===== src/rtl/tdc_echo_pkg.sv =====
// Shared types and default sizing for the TDC echo pairing block.
package tdc_echo_pkg;
    localparam int DEF_DW         = 24;
    localparam int DEF_WW         = 16;
    localparam int DEF_MIN_WIDTH  = 4;
    localparam int DEF_MAX_WIDTH  = 20000;
    localparam int DEF_MAX_ECHO   = 3;
    localparam int DEF_FIFO_DEPTH = 16;
    localparam int DEF_CW         = 16;

    localparam logic [1:0] S_IDLE      = 2'd0;
    localparam logic [1:0] S_WAIT_SYNC = 2'd1;
    localparam logic [1:0] S_RUN       = 2'd2;

    typedef struct packed {
        logic [DEF_DW-1:0] rise;
        logic [DEF_WW-1:0] width;
        logic [1:0]        idx;
    } echo_t;
endpackage


===== src/rtl/tdc_echo_fifo.sv =====
// Show-ahead FIFO: head word visible whenever not empty; a pop frees room for a same-cycle push.
module tdc_echo_fifo #(
    parameter int W     = 42,
    parameter int DEPTH = 16
) (
    input  logic         i_clk,
    input  logic         i_rst_n,
    input  logic         i_flush,
    input  logic         i_push,
    input  logic         i_pop,
    input  logic [W-1:0] i_wdata,
    output logic [W-1:0] o_rdata,
    output logic         o_full,
    output logic         o_empty
);
    localparam int AW = $clog2(DEPTH);

    logic [W-1:0] mem [DEPTH];
    logic [AW:0]  wr_q, wr_d, rd_q, rd_d;
    logic         do_push, do_pop;

    assign o_empty = (wr_q == rd_q);
    assign o_full  = (wr_q[AW] != rd_q[AW]) && (wr_q[AW-1:0] == rd_q[AW-1:0]);
    assign o_rdata = mem[rd_q[AW-1:0]];

    always_comb begin
        do_pop  = i_pop && !o_empty;
        do_push = i_push && !i_flush && (!o_full || do_pop);
        wr_d    = wr_q;
        rd_d    = rd_q;
        if (i_flush) begin
            wr_d = '0;
            rd_d = '0;
        end else begin
            if (do_push) wr_d = wr_q + (AW+1)'(1);
            if (do_pop)  rd_d = rd_q + (AW+1)'(1);
        end
    end

    always_ff @(posedge i_clk or negedge i_rst_n) begin
        if (!i_rst_n) begin
            wr_q <= '0;
            rd_q <= '0;
        end else begin
            wr_q <= wr_d;
            rd_q <= rd_d;
        end
    end

    // Storage carries no reset so it can map onto distributed RAM.
    always_ff @(posedge i_clk) begin
        if (do_push) mem[wr_q[AW-1:0]] <= i_wdata;
    end
endmodule


===== src/rtl/tdc_echo_pair_proc.sv =====
// Pairs TDC rise/fall stops into qualified, slot-indexed echoes and queues them for the distance stage.
module tdc_echo_pair_proc
    import tdc_echo_pkg::*;
#(
    parameter int DW         = DEF_DW,
    parameter int WW         = DEF_WW,
    parameter int MIN_WIDTH  = DEF_MIN_WIDTH,
    parameter int MAX_WIDTH  = DEF_MAX_WIDTH,
    parameter int MAX_ECHO   = DEF_MAX_ECHO,
    parameter int FIFO_DEPTH = DEF_FIFO_DEPTH,
    parameter int CW         = DEF_CW
) (
    input  logic          i_clk_100m,
    input  logic          i_rst_n,
    input  logic          i_motor_state,
    input  logic          i_angle_sync,
    input  logic          i_tdc_new_sig,
    input  logic [DW-1:0] i_rise_data,
    input  logic [DW-1:0] i_fall_data,
    input  logic          i_tdc_err_sig,
    input  logic          i_echo_ready,
    output logic          o_echo_valid,
    output logic [DW-1:0] o_echo_rise,
    output logic [WW-1:0] o_echo_width,
    output logic [1:0]    o_echo_idx,
    output logic [CW-1:0] o_drop_cnt,
    output logic [CW-1:0] o_err_cnt,
    output logic          o_run
);
    localparam int EW = DW + WW + 2;

    logic [1:0]    state_q, state_d;
    logic          sync_q;
    logic          s1_vld_q, s1_vld_d, s1_err_q, s1_err_d;
    logic [DW-1:0] s1_rise_q, s1_rise_d, s1_fall_q, s1_fall_d;
    logic          s2_vld_q, s2_vld_d, s2_err_q, s2_err_d;
    logic [DW-1:0] s2_rise_q, s2_rise_d;
    logic [WW-1:0] s2_width_q, s2_width_d;
    logic [2:0]    slot_q, slot_d, slot_base;
    logic [CW-1:0] drop_q, drop_d, err_q, err_d;
    logic [DW-1:0] diff;
    logic          flush, sync_edge, accept, qual, room;
    logic          drop_evt, err_evt;
    logic          fifo_push, fifo_pop, fifo_full, fifo_empty;
    logic [EW-1:0] fifo_rdata;

    always_comb begin
        flush     = !i_motor_state;
        sync_edge = i_angle_sync && !sync_q;

        state_d = state_q;
        if (flush)                                       state_d = S_IDLE;
        else if (state_q == S_IDLE)                      state_d = S_WAIT_SYNC;
        else if (state_q == S_WAIT_SYNC && sync_edge)    state_d = S_RUN;

        // The strobe coinciding with the RUN-entering edge already belongs to the new slot.
        accept = i_tdc_new_sig && i_motor_state &&
                 (state_q == S_RUN || (state_q == S_WAIT_SYNC && sync_edge));
        s1_vld_d  = accept;
        s1_rise_d = accept ? i_rise_data   : s1_rise_q;
        s1_fall_d = accept ? i_fall_data   : s1_fall_q;
        s1_err_d  = accept ? i_tdc_err_sig : s1_err_q;

        diff       = s1_fall_q - s1_rise_q;
        s2_vld_d   = s1_vld_q && !flush;
        s2_rise_d  = s1_vld_q ? s1_rise_q : s2_rise_q;
        s2_err_d   = s1_vld_q ? s1_err_q  : s2_err_q;
        s2_width_d = s2_width_q;
        if (s1_vld_q) s2_width_d = (|diff[DW-1:WW]) ? '1 : diff[WW-1:0];

        qual = s2_vld_q && !s2_err_q &&
               (s2_width_q >= WW'(MIN_WIDTH)) && (s2_width_q <= WW'(MAX_WIDTH));
        slot_base = sync_edge ? 3'd0 : slot_q;
        room      = slot_base < 3'(MAX_ECHO);
        fifo_pop  = o_echo_valid && i_echo_ready;
        fifo_push = !flush && qual && room && (!fifo_full || fifo_pop);
        drop_evt  = !flush && qual && (!room || (fifo_full && !fifo_pop));
        err_evt   = !flush && s2_vld_q && !qual;

        slot_d = slot_base;
        if (flush)             slot_d = 3'd0;
        else if (qual && room) slot_d = slot_base + 3'd1;

        drop_d = drop_q;
        if (drop_evt && drop_q != '1) drop_d = drop_q + CW'(1);
        err_d = err_q;
        if (err_evt && err_q != '1) err_d = err_q + CW'(1);
    end

    always_ff @(posedge i_clk_100m or negedge i_rst_n) begin
        if (!i_rst_n) begin
            state_q    <= S_IDLE;
            sync_q     <= 1'b0;
            s1_vld_q   <= 1'b0;
            s1_err_q   <= 1'b0;
            s1_rise_q  <= '0;
            s1_fall_q  <= '0;
            s2_vld_q   <= 1'b0;
            s2_err_q   <= 1'b0;
            s2_rise_q  <= '0;
            s2_width_q <= '0;
            slot_q     <= '0;
            drop_q     <= '0;
            err_q      <= '0;
        end else begin
            state_q    <= state_d;
            sync_q     <= i_angle_sync;
            s1_vld_q   <= s1_vld_d;
            s1_err_q   <= s1_err_d;
            s1_rise_q  <= s1_rise_d;
            s1_fall_q  <= s1_fall_d;
            s2_vld_q   <= s2_vld_d;
            s2_err_q   <= s2_err_d;
            s2_rise_q  <= s2_rise_d;
            s2_width_q <= s2_width_d;
            slot_q     <= slot_d;
            drop_q     <= drop_d;
            err_q      <= err_d;
        end
    end

    tdc_echo_fifo #(.W(EW), .DEPTH(FIFO_DEPTH)) u_fifo (
        .i_clk   (i_clk_100m),
        .i_rst_n (i_rst_n),
        .i_flush (flush),
        .i_push  (fifo_push),
        .i_pop   (fifo_pop),
        .i_wdata ({s2_rise_q, s2_width_q, slot_base[1:0]}),
        .o_rdata (fifo_rdata),
        .o_full  (fifo_full),
        .o_empty (fifo_empty)
    );

    assign o_echo_valid = !fifo_empty;
    assign o_echo_rise  = o_echo_valid ? fifo_rdata[EW-1 -: DW] : '0;
    assign o_echo_width = o_echo_valid ? fifo_rdata[WW+1 -: WW] : '0;
    assign o_echo_idx   = o_echo_valid ? fifo_rdata[1:0]        : '0;
    assign o_drop_cnt   = drop_q;
    assign o_err_cnt    = err_q;
    assign o_run        = (state_q == S_RUN);
endmodule


===== config.mk =====
export PLATFORM = sky130hd
export DESIGN_NAME = tdc_echo_pair_proc
export DESIGN_NICKNAME = d
export VERILOG_FILES = /design/src/rtl/tdc_echo_pkg.sv /design/src/rtl/tdc_echo_fifo.sv /design/src/rtl/tdc_echo_pair_proc.sv
export SDC_FILE = /design/constraint.sdc
export NUM_CORES = 1
export LEC_CHECK = 0
export BUFFER_PORTS_ARGS = -buffer_cell sky130_fd_sc_hd__buf_2
export CAP_MARGIN = 10
export CORE_MARGIN = 10
export CORE_UTILIZATION = 50
export DETAILED_ROUTE_END_ITERATION = 6
export GPL_TIMING_DRIVEN = 0
export PLACE_DENSITY = 0.69
export SLEW_MARGIN = 20
export SYNTH_ARGS = -nofsm -noshare
export SYNTH_HDL_FRONTEND = slang
export SYNTH_HIERARCHICAL = 1
export SYNTH_SLANG_ARGS = --single-unit

===== constraint.sdc =====
create_clock -name i_clk_100m -period 4.05 [get_ports i_clk_100m]
set_input_delay 0.81 -clock i_clk_100m [delete_from_list [all_inputs] [get_ports i_clk_100m]]
set_output_delay 0.81 -clock i_clk_100m [all_outputs]
set_load 0.02 [all_outputs]

## Word level (Yosys, flattened, before mapping)

Memories as Yosys holds them, arrays and structs flattened.
Index checks and enable logic that the tools add are counted.

- Register bits: 140
- Memory bits (writable): 672
- Memories: 1
- Bits in latches: 0
- Bits in read-only memories: 0

- Multiply operators: 0
- Mux-type cells: 16
- Divide/modulo/power cells: 0
- Shift-type cells: 0
- $add $sub $neg: 6
- Equal/unequal tests: 10
- Bitwise gates (word level): 0
- Reductions and logical operators: 36
- Magnitude comparators: 3

Memory list:

| name | words | bits a word | read ports | clocked after Yosys merged registers in | wr ports | line | RTL |
|---|---|---|---|---|---|---|---|
| u_fifo.mem | 16 | 42 | 1 | 0 | 1 | tdc_echo_fifo.sv:18 | `logic [W-1:0] mem [DEPTH];` |

Operators by type and width:

| kind | number |
|---|---|
| $add 16x1->16 const B | 2 |
| $mux 16 | 2 |
| $ne 16x16->1 const B | 2 |
| $mux 24 | 1 |
| $sub 24x24->24 | 1 |
| $logic_and 1x1->1 | 23 |
| $mux 5 | 4 |
| $ge 16x3->1 const B | 1 |
| $le 16x15->1 const B | 1 |
| $add 5x1->5 const B | 2 |
| $mux 3 | 3 |
| $mux 2 | 4 |
| $reduce_or 8->1 | 1 |
| $logic_not 1->1 | 7 |
| $eq 5x5->1 | 1 |
| $eq 4x4->1 | 1 |
| $logic_or 1x1->1 | 4 |
| $ne 2x1->1 const B | 2 |
| $add 3x1->3 const B | 1 |
| $lt 3x2->1 const B | 1 |
| $ne 3x1->1 const B | 1 |
| $eq 2x1->1 const B | 1 |
| $eq 2x2->1 const B | 1 |
| $logic_not 2->1 | 1 |
| other kinds (2) | 3 |

## Longest topological paths before layout

- Word-level depth: 11
- Mapped depth: 12

## By module

Netlist, hierarchy kept.

By module, submodules not included:

| module | sequential area each (sq um) | area each (sq um) | cells an instance | times used |
|---|---|---|---|---|
| tdc_echo_fifo | 20429.6 | 25928.6 | 1018 | 1 |
| tdc_echo_pair_proc | 3253.1 | 6862.8 | 733 | 1 |

## Worst setup path before layout

Ideal clock, no wire load.

- Path kind: register to register
- Start point: register u_fifo.wr_q[2]
- End point: memory u_fifo.mem[13][0] (enable)
- Slack: -0.350 ns
- Cell stages (with the launch flop): 12
- Arrival time: 3.958 ns
- Cell sequence: dfrtp_1 > clkbuf_1 > xor2_1 > nor4_4 > and2_1 > nor2b_1 > o22ai_1 > nor3_1 > a21boi_1 > buf_2 > nand3_1 > nor2_1

- Cells in the longest elaborated chain, start to end: 9
- Elaborated cells between the ends (all ways): 14

RTL lines:

| item | line | RTL |
|---|---|---|
| start: declaration | tdc_echo_fifo.sv:19 | `logic [AW:0] wr_q, wr_d, rd_q, rd_d;` |
| start signal: assignment | tdc_echo_fifo.sv:45 | `wr_q <= wr_d;` |
| $eq 5x5->1 | tdc_echo_fifo.sv:22 | `assign o_empty = (wr_q == rd_q);` |
| via fifo_empty | tdc_echo_pair_proc.sv:44 | `logic fifo_push, fifo_pop, fifo_full, fifo_empty;` |
| $logic_not 1->1 | tdc_echo_pair_proc.sv:134 | `assign o_echo_valid = !fifo_empty;` |
| $logic_and 1x1->1 | tdc_echo_pair_proc.sv:75 | `fifo_pop = o_echo_valid && i_echo_ready;` |
| via fifo_pop | tdc_echo_pair_proc.sv:44 |  |
| $logic_or 1x1->1 | tdc_echo_pair_proc.sv:76 | `fifo_push = !flush && qual && room && (!fifo_full \|\| fifo_pop);` |
| $logic_and 1x1->1 | tdc_echo_pair_proc.sv:76 |  |
| via fifo_push | tdc_echo_pair_proc.sv:44 |  |
| $logic_and 1x1->1 (2 in a row) | tdc_echo_fifo.sv:28 | `do_push = i_push && !i_flush && (!o_full \|\| do_pop);` |
| $mux 1 | tdc_echo_fifo.sv:52 | `if (do_push) mem[wr_q[AW-1:0]] <= i_wdata;` |
| $mux 1 (not written as such) | tdc_echo_fifo.sv:52 |  |
| end: declaration | tdc_echo_fifo.sv:18 |  |

The timed path passes the listed nets, and every way through them passes these cells.

## Worst setup path in the final report

- Start point: register u_fifo.rd_q[2]
- End point: output port o_echo_rise[19]

- Cells in the longest elaborated chain, start to end: 2
- Elaborated cells between the ends (all ways): 3

RTL lines:

| item | line | RTL |
|---|---|---|
| start: declaration | tdc_echo_fifo.sv:19 |  |
| start signal: assignment | tdc_echo_fifo.sv:46 | `rd_q <= rd_d;` |
| $mem_v2 16x42 | n/a |  |
| via fifo_rdata[37] | tdc_echo_pair_proc.sv:45 | `logic [EW-1:0] fifo_rdata;` |
| $mux 24 | tdc_echo_pair_proc.sv:135 | `assign o_echo_rise = o_echo_valid ? fifo_rdata[EW-1 -: DW] : '0;` |
| end: declaration | tdc_echo_pair_proc.sv:23 | `output logic [DW-1:0] o_echo_rise,` |

The timed path passes the listed nets, and every way through them passes these cells.

==> flow_results.org <==
** Floorplanning
- The die is ~280 um wide.
- Standard-cell rows :: 93
- The floorplan step defined a die boundary enclosing roughly 76000 um^2.
- Initial cell density of the core :: around 51%
- The region available for standard cell placement spans 64700 um^2.
- The die is 276 um tall.
- Top-level port count :: about 130

** STA
- The number of pins with negative max-slew slack in the final report was 0.
- Counting I/O delays and the setup requirement, the final critical path takes approximately 4 ns.
- Across the routed clock network, the largest skew measured is between 0.02 and 0.025 ns.
- The final critical path takes up between 90% and 100% of the cycle.
- The final-report hold violation count was 0.
- Actual transition at the worst max-transition pin :: 1.03 ns
- In this run the tightest slew margin relative to its limit is a little under a third.
- For this run, the top clock speed supported by timing is between 0.2 and 0.25 GHz.
- Finish-stage setup viols :: 0

** Critical path
- Reg-to-reg startpoint :: s2_width_q[3]
- For flop-to-flop paths, the worst setup slack is approximately 0.13 ns.
- Arrival time of data at the critical path endpoint :: between 3 and 4 ns
- The endpoint identified for the worst register-to-register timing path is u_fifo/mem[9][21].
- Crit path max fanout :: 10
- Required time of the critical path :: ~3.2 ns
- The worst setup path is captured at a primary output.
- The worst setup path is launched from a flip-flop.
- Register-to-Register Path Depth :: 13
- The critical path is of the flip-flop to primary output type.

** Global routing
- Global router's overall resource usage :: 20.9%
- The number of antenna violations at the first check in global routing is 0.
- Wire length of the first global-routing pass :: between 100 and 150 mm
- Vias in the first global route :: ~18k
- The total overflow left after global routing is 0.
- Pin count of the biggest net entering global routing :: around 90

** Outcome
- The flow ran to the end, and the final reports show no timing, DRC or antenna violations.

** Clocking
- Clock buffer count from CTS :: 80
- Num Clock Sinks :: 812
- In this run the number of H-tree levels came out at 3.
- TritonCTS built the clock tree.
- The cell sitting at the root of the clock tree is a sky130_fd_sc_hd__clkbuf_16.
- Clock-pin slew was measured on the worst setup and hold paths at approximately 0.060 ns.
- At the later pin of the worst-skew pair, clock insertion delay measures 0.62 ns.
- In this run the deepest clock path goes through 3 buffers.

** Power
- For this design the static power due to leakage is approximately 13 nW.
- PwrDens :: 527 nW/um^2
- Total power draw :: roughly 20 mW
- Peak supply drop :: about 310 uV

** Routing
- The routed layout has ~18k vias.
- The routed design has about 80 mm of wire.
- The pre-antenna-repair detailed-routing pass consisted of 6 iterations.
- Total routed wire length on the met1 layer :: roughly 32 mm
- DRC violation count after routing :: 0
- After detailed routing, the average wire length per cell comes to roughly 27 um.
- Summed over all nets, wire length on met3 after detailed routing comes to between 6 and 7 mm.
- The highest metal layer carrying signal wires in the routed design is met4.
- In the routed layout, each cell is associated on average with a via count of a little over 6.
- Wire length on met2 :: between 30 and 40 mm
- First-iteration detailed-routing DRC count :: 1877
- Post-route ant nets :: 0

** Yosys
- Yosys synthesis warning count :: 6
- Dominant register cell in the synthesized netlist :: sky130_fd_sc_hd__edfxtp_1
- In this run, synthesis produced a sequential element count of around 800.
- For this run, asynchronously set or reset flops after synthesis account for between 10% and 20%.
- Synthesized area per cell :: roughly 19 um^2
- The synthesized design devotes to its leading area cell type 61.5% of total area.
- Total standard cell area after synthesis :: roughly 33000 um^2
- Yosys attributes the largest share of cell area to sky130_fd_sc_hd__edfxtp_1, sky130_fd_sc_hd__mux4_2, sky130_fd_sc_hd__dfrtp_1, sky130_fd_sc_hd__nand2_1, sky130_fd_sc_hd__ha_1.
- Dominant cell type by area after synthesis :: sky130_fd_sc_hd__edfxtp_1
- Register area share after synthesis :: between 70 and 80%
- The number of nets handed over by synthesis was between 1.5k and 2k.
- After technology mapping, the gate count stands at around 1.8k.
- Synth unique cells :: 64
- Yosys mapped a number of flops with a built-in enable equal to ~670.

** Cells and area
- Net count of the finished layout :: between 2k and 2.5k
- Relative to the synthesized area, the layout overhead comes to 17.0%.
- For this run, the share of the core covered by cells in the final layout is between 50% and 60%.
- The repair_antennas step left the layout with diodes totalling 0.
- The post-route netlist has between 30 and 40% of its cells at a drive strength greater than 1.

** Placement
- Buffers on Ports :: 130
- The congestion estimate from routability-driven global placement came to 0.866.
- Detailed placement finished with a half-perimeter wire length of 52.2 mm.

** Hold path
- Worst hold-check path type :: primary input to asynchronous set/reset pin

** Run
- The tool flagged a number of max-cap violations equal to 0.
synthesized netlist by cell type, types with 13 or more instances:
master                     number
sky130_fd_sc_hd__a31oi_1       19
sky130_fd_sc_hd__xnor2_1       34
sky130_fd_sc_hd__xor2_1        21
sky130_fd_sc_hd__o21ai_0       40
sky130_fd_sc_hd__nor2b_1       51
sky130_fd_sc_hd__buf_2         15
sky130_fd_sc_hd__ha_1          30
sky130_fd_sc_hd__nand3_1       20
sky130_fd_sc_hd__inv_1         37
sky130_fd_sc_hd__nor2_1        62
sky130_fd_sc_hd__clkbuf_1      44
sky130_fd_sc_hd__nand2_1      142
sky130_fd_sc_hd__buf_6         13
sky130_fd_sc_hd__and3_1        14
sky130_fd_sc_hd__dfrtp_1      140
sky130_fd_sc_hd__mux2_2        27
sky130_fd_sc_hd__mux4_2       210
sky130_fd_sc_hd__nand4_1       22
sky130_fd_sc_hd__a21oi_1       36
sky130_fd_sc_hd__edfxtp_1     672
sequential cells by signal, indices dropped and copies added (netlist names):
name         flops
s2_rise_q       24
slot_q           3
s1_rise_q       24
s2_vld_q         1
u_fifo/rd_q      5
s2_err_q         1
sync_q           1
s1_fall_q       24
s1_err_q         1
u_fifo/wr_q      5
s1_vld_q         1
s2_width_q      16
state_q          2
o_drop_cnt      16
u_fifo/mem     672
o_err_cnt       16
cells in the final DEF, fill, tap and decap left out, types with 18 or more instances in the layout:
master / count
sky130_fd_sc_hd__a21oi_1: 36
sky130_fd_sc_hd__a31oi_1: 19
sky130_fd_sc_hd__buf_12: 20
sky130_fd_sc_hd__buf_2: 142
sky130_fd_sc_hd__buf_4: 19
sky130_fd_sc_hd__clkbuf_1: 36
sky130_fd_sc_hd__clkbuf_16: 87
sky130_fd_sc_hd__dfrtp_1: 133
sky130_fd_sc_hd__edfxtp_1: 672
sky130_fd_sc_hd__ha_1: 30
sky130_fd_sc_hd__inv_1: 37
sky130_fd_sc_hd__mux2_2: 27
sky130_fd_sc_hd__mux4_2: 210
sky130_fd_sc_hd__nand2_1: 142
sky130_fd_sc_hd__nand3_1: 18
sky130_fd_sc_hd__nand4_1: 22
sky130_fd_sc_hd__nor2_1: 46
sky130_fd_sc_hd__nor2b_1: 50
sky130_fd_sc_hd__o21ai_0: 40
sky130_fd_sc_hd__xnor2_1: 34
sky130_fd_sc_hd__xor2_1: 21
cell type report:
type                    count  area, um^2
clock inverters            41         343
repair buffers            184        1640
plain buffers              80         503
fillers                  4683       26300
multi-input cells         822        8700
flip-flops and latches    812       23700
clock buffers             105        2280
inverters                  37         139
well taps                 855        1070
where the power goes:
part	total (mW)	switching [mW]	internal [mW]
combinational	1.89	1.15	0.733
sequential	11.0	0.904	10.1
clock	7.36	3.06	4.30
how the worst max path moves through the flow:
stage | cells after the start | start | endpoint
after floorplan | 11 | u_fifo/wr_q[2] | u_fifo/mem[13][0]
after global placement | 11 | u_fifo/rd_q[2] | u_fifo/mem[6][30]
after detailed placement | 13 | u_fifo/rd_q[2] | u_fifo/mem[6][30]
after CTS | 5 | u_fifo/rd_q[3] | o_echo_width[2]
after global routing | 13 | s2_width_q[3] | u_fifo/mem[9][22]
final | 5 | u_fifo/rd_q[2] | o_echo_rise[19]
logic make-up after synthesis:
logic type,count (synthesis),share of synthesized area (%)
buf+inv,117,1.70
fa+ha+maj,31,1.21
compound gates,141,2.70
simple gates,355,5.26
xor+xnor,55,1.47
mux,240,15.4
flops,812,72.2
through the flow:
| step | area, um^2 | cells | worst slack (ns) | setup TNS (ns) | hold WS, ns |
|---|---|---|---|---|---|
| after floorplan | 32800 | 1751 | -0.350 | -198.54 | 0.440 |
| after global placement | 34500 | 2736 | -3.53 | -2153.07 | 0.471 |
| after detailed placement | 35500 | 2771 | -0.571 | -206.22 | 0.475 |
| after CTS | 38300 | 2934 | 0.00225 | 0 | 0.0968 |
| after global routing | 38400 | 2936 | -0.0303 | -0.415 | 0.126 |
| final | 38400 | 2936 | 0.0305 | 0 | 0.107 |
routing by layer:
layer,vias to the layer above,track usage [%]
li1,7489,-
met4,0,7.13
met5,-,0
met2,874,33.6
met1,9305,28.1
met3,130,4.13
critical path, cell delays in order, from the launching register on:
cell and delay (ns):
sky130_fd_sc_hd__dfrtp_1 0.32, sky130_fd_sc_hd__clkbuf_2 0.40, sky130_fd_sc_hd__clkdlybuf4s15_1 0.92, sky130_fd_sc_hd__mux4_2 0.35, sky130_fd_sc_hd__nor2b_1 0.35, sky130_fd_sc_hd__buf_2 0.25
repair_timing:
item,in CTS,in global routing
gates cloned,0,0
hold buffers,0,0
pin swaps,15,1
setup endpoints to repair,715,252
resized for setup,43,14
setup buffers,17,2
No activity file was read; power rests on OpenSTA's default activity.
